**src/rtl/seq_detector_param_if.sv**
```systemverilog
// seq_detector_param_if: serial stream, pattern load and match result bundle
interface seq_detector_param_if #(
  parameter int WIDTH = 4,
  parameter int CNT_W = 8
);
  logic load;
  logic [WIDTH-1:0] pattern;
  logic mode;
  logic in_valid;
  logic in;
  logic out;
  logic [CNT_W-1:0] count;
  modport master (output load, pattern, mode, in_valid, in, input out, count);
  modport slave (input load, pattern, mode, in_valid, in, output out, count);
endinterface

```
**src/rtl/seq_detector_param.sv**
```systemverilog
// seq_detector_param: sliding-window pattern detector; SEQ_DETECTOR_COUNT_EN enables the match counter
module seq_detector_param #(
  parameter int WIDTH = 4,
  parameter int CNT_W = 8
) (
  input logic clk,
  input logic rst_n,
  seq_detector_param_if.slave bus
);
  typedef enum logic {FILLING, ARMED} state_t;
  localparam int FW = $clog2(WIDTH + 1);
  localparam logic [FW-1:0] FULL = FW'(WIDTH);
  localparam logic [FW-1:0] ARM = FW'(WIDTH - 1);
  logic [WIDTH-1:0] pat_q, hist, hist_d, cand;
  logic mode_q, out_q, hit;
  logic [FW-1:0] fill, fill_d;
  logic [CNT_W-1:0] cnt_q, cnt_d;
  state_t state;
  assign state = (fill >= ARM) ? ARMED : FILLING;
  assign cand = {hist[WIDTH-2:0], bus.in};
  always_comb begin
    hit = bus.in_valid && !bus.load && state == ARMED && cand == pat_q;
    hist_d = bus.load ? '0 : bus.in_valid ? cand : hist;
    fill_d = bus.load ? '0 :
             !bus.in_valid ? fill :
             (hit && !mode_q) ? '0 :
             (fill == FULL) ? fill : fill + 1'b1;
`ifdef SEQ_DETECTOR_COUNT_EN
    cnt_d = bus.load ? '0 : (hit && cnt_q != '1) ? cnt_q + 1'b1 : cnt_q;
`else
    cnt_d = '0;
`endif
  end
  always_ff @(posedge clk or negedge rst_n) begin
    if (!rst_n) begin
      pat_q <= '0;
      mode_q <= 1'b1;
      hist <= '0;
      fill <= '0;
      out_q <= 1'b0;
      cnt_q <= '0;
    end else begin
      if (bus.load) begin
        pat_q <= bus.pattern;
        mode_q <= bus.mode;
      end
      hist <= hist_d;
      fill <= fill_d;
      out_q <= hit;
      cnt_q <= cnt_d;
    end
  end
  assign bus.out = out_q;
  assign bus.count = cnt_q;
endmodule

```
**src/flat_wrapper.sv**
```systemverilog
// flat-port wrapper written by rule: the top's interface ports become plain ports
module seq_detector_param_flat 
#(
  parameter int WIDTH = 4,
  parameter int CNT_W = 8
)
  (clk, rst_n, bus_load, bus_pattern, bus_mode, bus_in_valid, bus_in, bus_out, bus_count);
  seq_detector_param_if #(.WIDTH(WIDTH), .CNT_W(CNT_W)) bus_i ();
  input logic clk;
  input logic rst_n;
  input wire logic [$bits(bus_i.load)-1:0] bus_load;
  input wire logic [$bits(bus_i.pattern)-1:0] bus_pattern;
  input wire logic [$bits(bus_i.mode)-1:0] bus_mode;
  input wire logic [$bits(bus_i.in_valid)-1:0] bus_in_valid;
  input wire logic [$bits(bus_i.in)-1:0] bus_in;
  output wire logic [$bits(bus_i.out)-1:0] bus_out;
  output wire logic [$bits(bus_i.count)-1:0] bus_count;
  assign bus_i.load = bus_load;
  assign bus_i.pattern = bus_pattern;
  assign bus_i.mode = bus_mode;
  assign bus_i.in_valid = bus_in_valid;
  assign bus_i.in = bus_in;
  assign bus_out = bus_i.out;
  assign bus_count = bus_i.count;
  seq_detector_param #(.WIDTH(WIDTH), .CNT_W(CNT_W)) u_core (.clk(clk), .rst_n(rst_n), .bus(bus_i));
endmodule
```
**config.mk**
```make
export PLATFORM = sky130hd
export DESIGN_NAME = seq_detector_param_flat
export DESIGN_NICKNAME = d
export VERILOG_FILES = /design/src/rtl/seq_detector_param_if.sv /design/src/rtl/seq_detector_param.sv /design/src/flat_wrapper.sv
export SDC_FILE = /design/constraint.sdc
export NUM_CORES = 1
export LEC_CHECK = 0
export ABC_AREA = 1
export BUFFER_PORTS_ARGS = -buffer_cell sky130_fd_sc_hd__buf_2
export CORE_ASPECT_RATIO = 1.2
export CORE_UTILIZATION = 30
export DETAILED_ROUTE_END_ITERATION = 8
export SLEW_MARGIN = 40
export SYNTH_ARGS = -nofsm -noshare
export SYNTH_HDL_FRONTEND = slang
export SYNTH_SLANG_ARGS = --single-unit
```
**constraint.sdc**
```tcl
create_clock -name clk -period 2 [get_ports clk]
set_input_delay 0.6 -clock clk [delete_from_list [all_inputs] [get_ports clk]]
set_output_delay 0.6 -clock clk [all_outputs]
set_load 0.02 [all_outputs]
```
==> metrics.cfg <==
[status]
outcome=complete, no violations

[pwr]
internal_power_summed_over_all_cells_w=0.0004120
power_per_cell_area_mw_per_mm2=744.4
clock_power_share_pct=33.4
power.sequential.fraction_pct=48.1
p_sw_share_pct=29.44
peakVddDrop_v=0.0001890
total_leakage_power_nw=0.4247
comb_power_share_pct=18.5
total_switching_power_w=0.0001719

[timing]
slew_viol_final=0
timing.clock.skew_ps=4.934
rsz0062_at_grt=false
max_freq_mhz=658.5
finalCritPeriodShare_pct=75.93
fin_setup_tns_ps=0
hold_viol=0
min_period_ps=1519
finalSetupViolations=0

[logic_synthesis]
ys_ff_latch=12
post_synth_inst_count=91
synth.yosys.warnings=0
syn-mean-instance-area_um2=7.672
synth_seq_area_share_pct=43.19
syn_area_um2=698.2
distinct_cell_type_count_of_the_synthesized_netlist=18

[global_route]
largest_net_degree_at_the_start_of_global_routing=14
number_of_global_route_vias_before_repair=479
antenna_violations_before_repair=0
global_route.usage.total_pct=11.15
grt_pass1_wl_mm=1.904
grt.overflow.total=0

[critical_path]
cp_max_fo=5
cp_endpoint_kind=flip-flop
timing.critical_path.cells=ha_1, ha_1, nor2_1, nand2_1, nand3_2, nor2_2, nand3_2, nand2_1, nor2_1, nand2_1, nand2_1
cp_data_required_time_ps=2210
path_buf_inv=0
crit_type=flip-flop to flip-flop
crit_arrival_ps=1730
most_prevalent_standard_cell_on_the_critical_path=nand2_1
max_stage_delay_ps=430
worst_setup_sp_type=flip-flop
cpLargestDelayFamily=simple AND/OR/NAND/NOR gates
slowest_stage=dfrtp_1

[clock_tree]
cts.clk_slew.worst_paths_ps=80
cts_max_path_buffers=2
worst_skew_pair.late_latency_ps=270
cts_resized=0
htree_num_levels=1
post_cts.repair.setup_buffers=0
clockRootBuffer=clkbuf_4
cts_tree=yes
clock_net_sink_count=12
cts-buffers-inserted=3
post_cts_hold_buffer_count=0

[final_layout]
finalNetCount=117
antenna_cells_inserted=0
postLayoutCellArea_um2=784.5
drive_above_1_share_pct=19.42
areaGrowthSynthToFinish_pct=12.37

[drt]
firstDrtPassIters=5
route.final.wire_length_mm=1.196
drtAntennaViolNets=0
route.vias.total=545
drc=0
first_drt_iteration_drcs=8
avgViaCountPerCell=4.098
avgRoutedWirePerCell_um=8.992

[placement]
hpwl_um=930.4
portBuffers=10
post_place_instance_area_um2=748.2
finalWeightedCongestion=0.7131

[floorplanning]
num_io_pins=19
initial_utilization_pct=32.98
die-height_um=54.85
design.core.area_mm2=0.002117
fp-row-count=18
chipWidth_um=46.04
die_area_mm2=0.002525

[flow_run]
drv_cap=0

[hold_path]
hold_removal_path_class=primary input to async pin

[cells in the final DEF, fill, tap and decap left out, drive strengths merged]
master and count:
ha 3, o21ai 6, nor2 9, clkbuf 4, xor2 1, nor4 1
dfstp 1, dfrtp 11, buf 10, o22ai 2, nand2 28, conb 8
nand3 3, a21oi 1, inv 15
[per-layer routing]
layer	GRT usage, %	share of wire (%)	vias to the layer above
li1	-	-	285
met1	11.85	42	243
met2	18.78	52	17
met3	2.310	5.2	0
met4	8.824	0	0
met5	0	0	-
[cell type report]
| type | instances | area [um^2] |
|---|---|---|
| repair buffers | 10 | 50.05 |
| flip-flops and latches | 12 | 301.5 |
| inverters | 15 | 56.30 |
| well taps | 30 | 37.54 |
| fillers | 230 | 1333 |
| clock buffers | 4 | 36.28 |
| multi-input cells | 62 | 302.8 |
[cell families after synthesis]
kind of cell	count (synthesis)	share of synthesized area (%)
other cells	1	0.5371
flops	12	43.19
xor+xnor	1	1.255
fa+ha+maj	3	5.377
compound gates	9	7.346
buf+inv	24	17.20
simple gates	41	25.09
[worst paths after layout]
kind / start / endpoint / slack, ps / cells after the start
worst min register to register: u_core.pat_q[2]$_DFFE_PN0P_ / u_core.pat_q[2]$_DFFE_PN0P_ / 510 / 2
worst max register to register: u_core.fill[0]$_DFFE_PN0P_ / u_core.fill[0]$_DFFE_PN0P_ / 480 / 11
max in group asynchronous: rst_n / u_core.mode_q$_DFFE_PN1P_ / 1530 / 1
worst max-delay path: u_core.fill[0]$_DFFE_PN0P_ / u_core.fill[0]$_DFFE_PN0P_ / 480 / 11
min in group clk: u_core.pat_q[2]$_DFFE_PN0P_ / u_core.pat_q[2]$_DFFE_PN0P_ / 510 / 2
worst min-delay path: rst_n / u_core.pat_q[3]$_DFFE_PN0P_ / 190 / 1
[worst register-to-register path: stages (launching register included)]
cell and delay (ps):
dfrtp_1 430, ha_1 220, ha_1 170, nor2_1 80, nand2_1 70, nand3_2 80
nor2_2 40, nand3_2 80, nand2_1 90, nor2_1 90, nand2_1 50, nand2_1 60
[sequential cells by signal, indices dropped and copies added, names as in the netlist]
signal          flops
u_core.hist         3
u_core.mode_q       1
u_core.pat_q        4
u_core.bus.out      1
u_core.fill         3
[power groups by stage]
stage          Clock [W]  Sequential (W)  Combinational [W]
2_1_floorplan          0        0.000282          0.0000927
3_3_place_gp           0        0.000286           0.000106
3_5_place_dp           0        0.000285           0.000110
4_1_cts         0.000199        0.000281           0.000110
5_1_grt         0.000215        0.000286           0.000126
6_report        0.000195        0.000281           0.000108
[through the flow]
| step | power [W] | instances | hold slack (ps) | utilization [%] | setup WS [ps] |
|---|---|---|---|---|---|
| floorplan | 0.0003746 | 98 | 304.4 | - | 619.8 |
| global placement | 0.0003920 | 129 | 488.4 | 35.34 | 417.6 |
| detailed placement | 0.0003954 | 129 | 493.7 | 35.34 | 358.2 |
| CTS | 0.0005908 | 133 | 196.7 | 37.06 | 464.6 |
| global route | 0.0006268 | 133 | 197.1 | 37.06 | 355.7 |
| finish | 0.0005840 | 133 | 188.0 | 37.06 | 481.5 |
[cells in the mapped netlist]
cell | count | area, um^2
a21oi_2 | 1 | 8.760
buf_4 | 8 | 60.06
clkbuf_1 | 1 | 3.750
conb_1 | 1 | 3.750
dfrtp_1 | 11 | 275.3
dfstp_2 | 1 | 26.28
ha_1 | 3 | 37.54
inv_1 | 15 | 56.30
nand2_1 | 28 | 105.1
nand3_1 | 1 | 5.000
nand3_2 | 2 | 20.02
nor2_1 | 7 | 26.28
nor2_2 | 2 | 12.51
nor4_1 | 1 | 6.260
o21ai_0 | 5 | 25.02
o21ai_1 | 1 | 5.000
o22ai_1 | 2 | 12.51
xor2_1 | 1 | 8.760
Power figures use the tool's default switching activity.
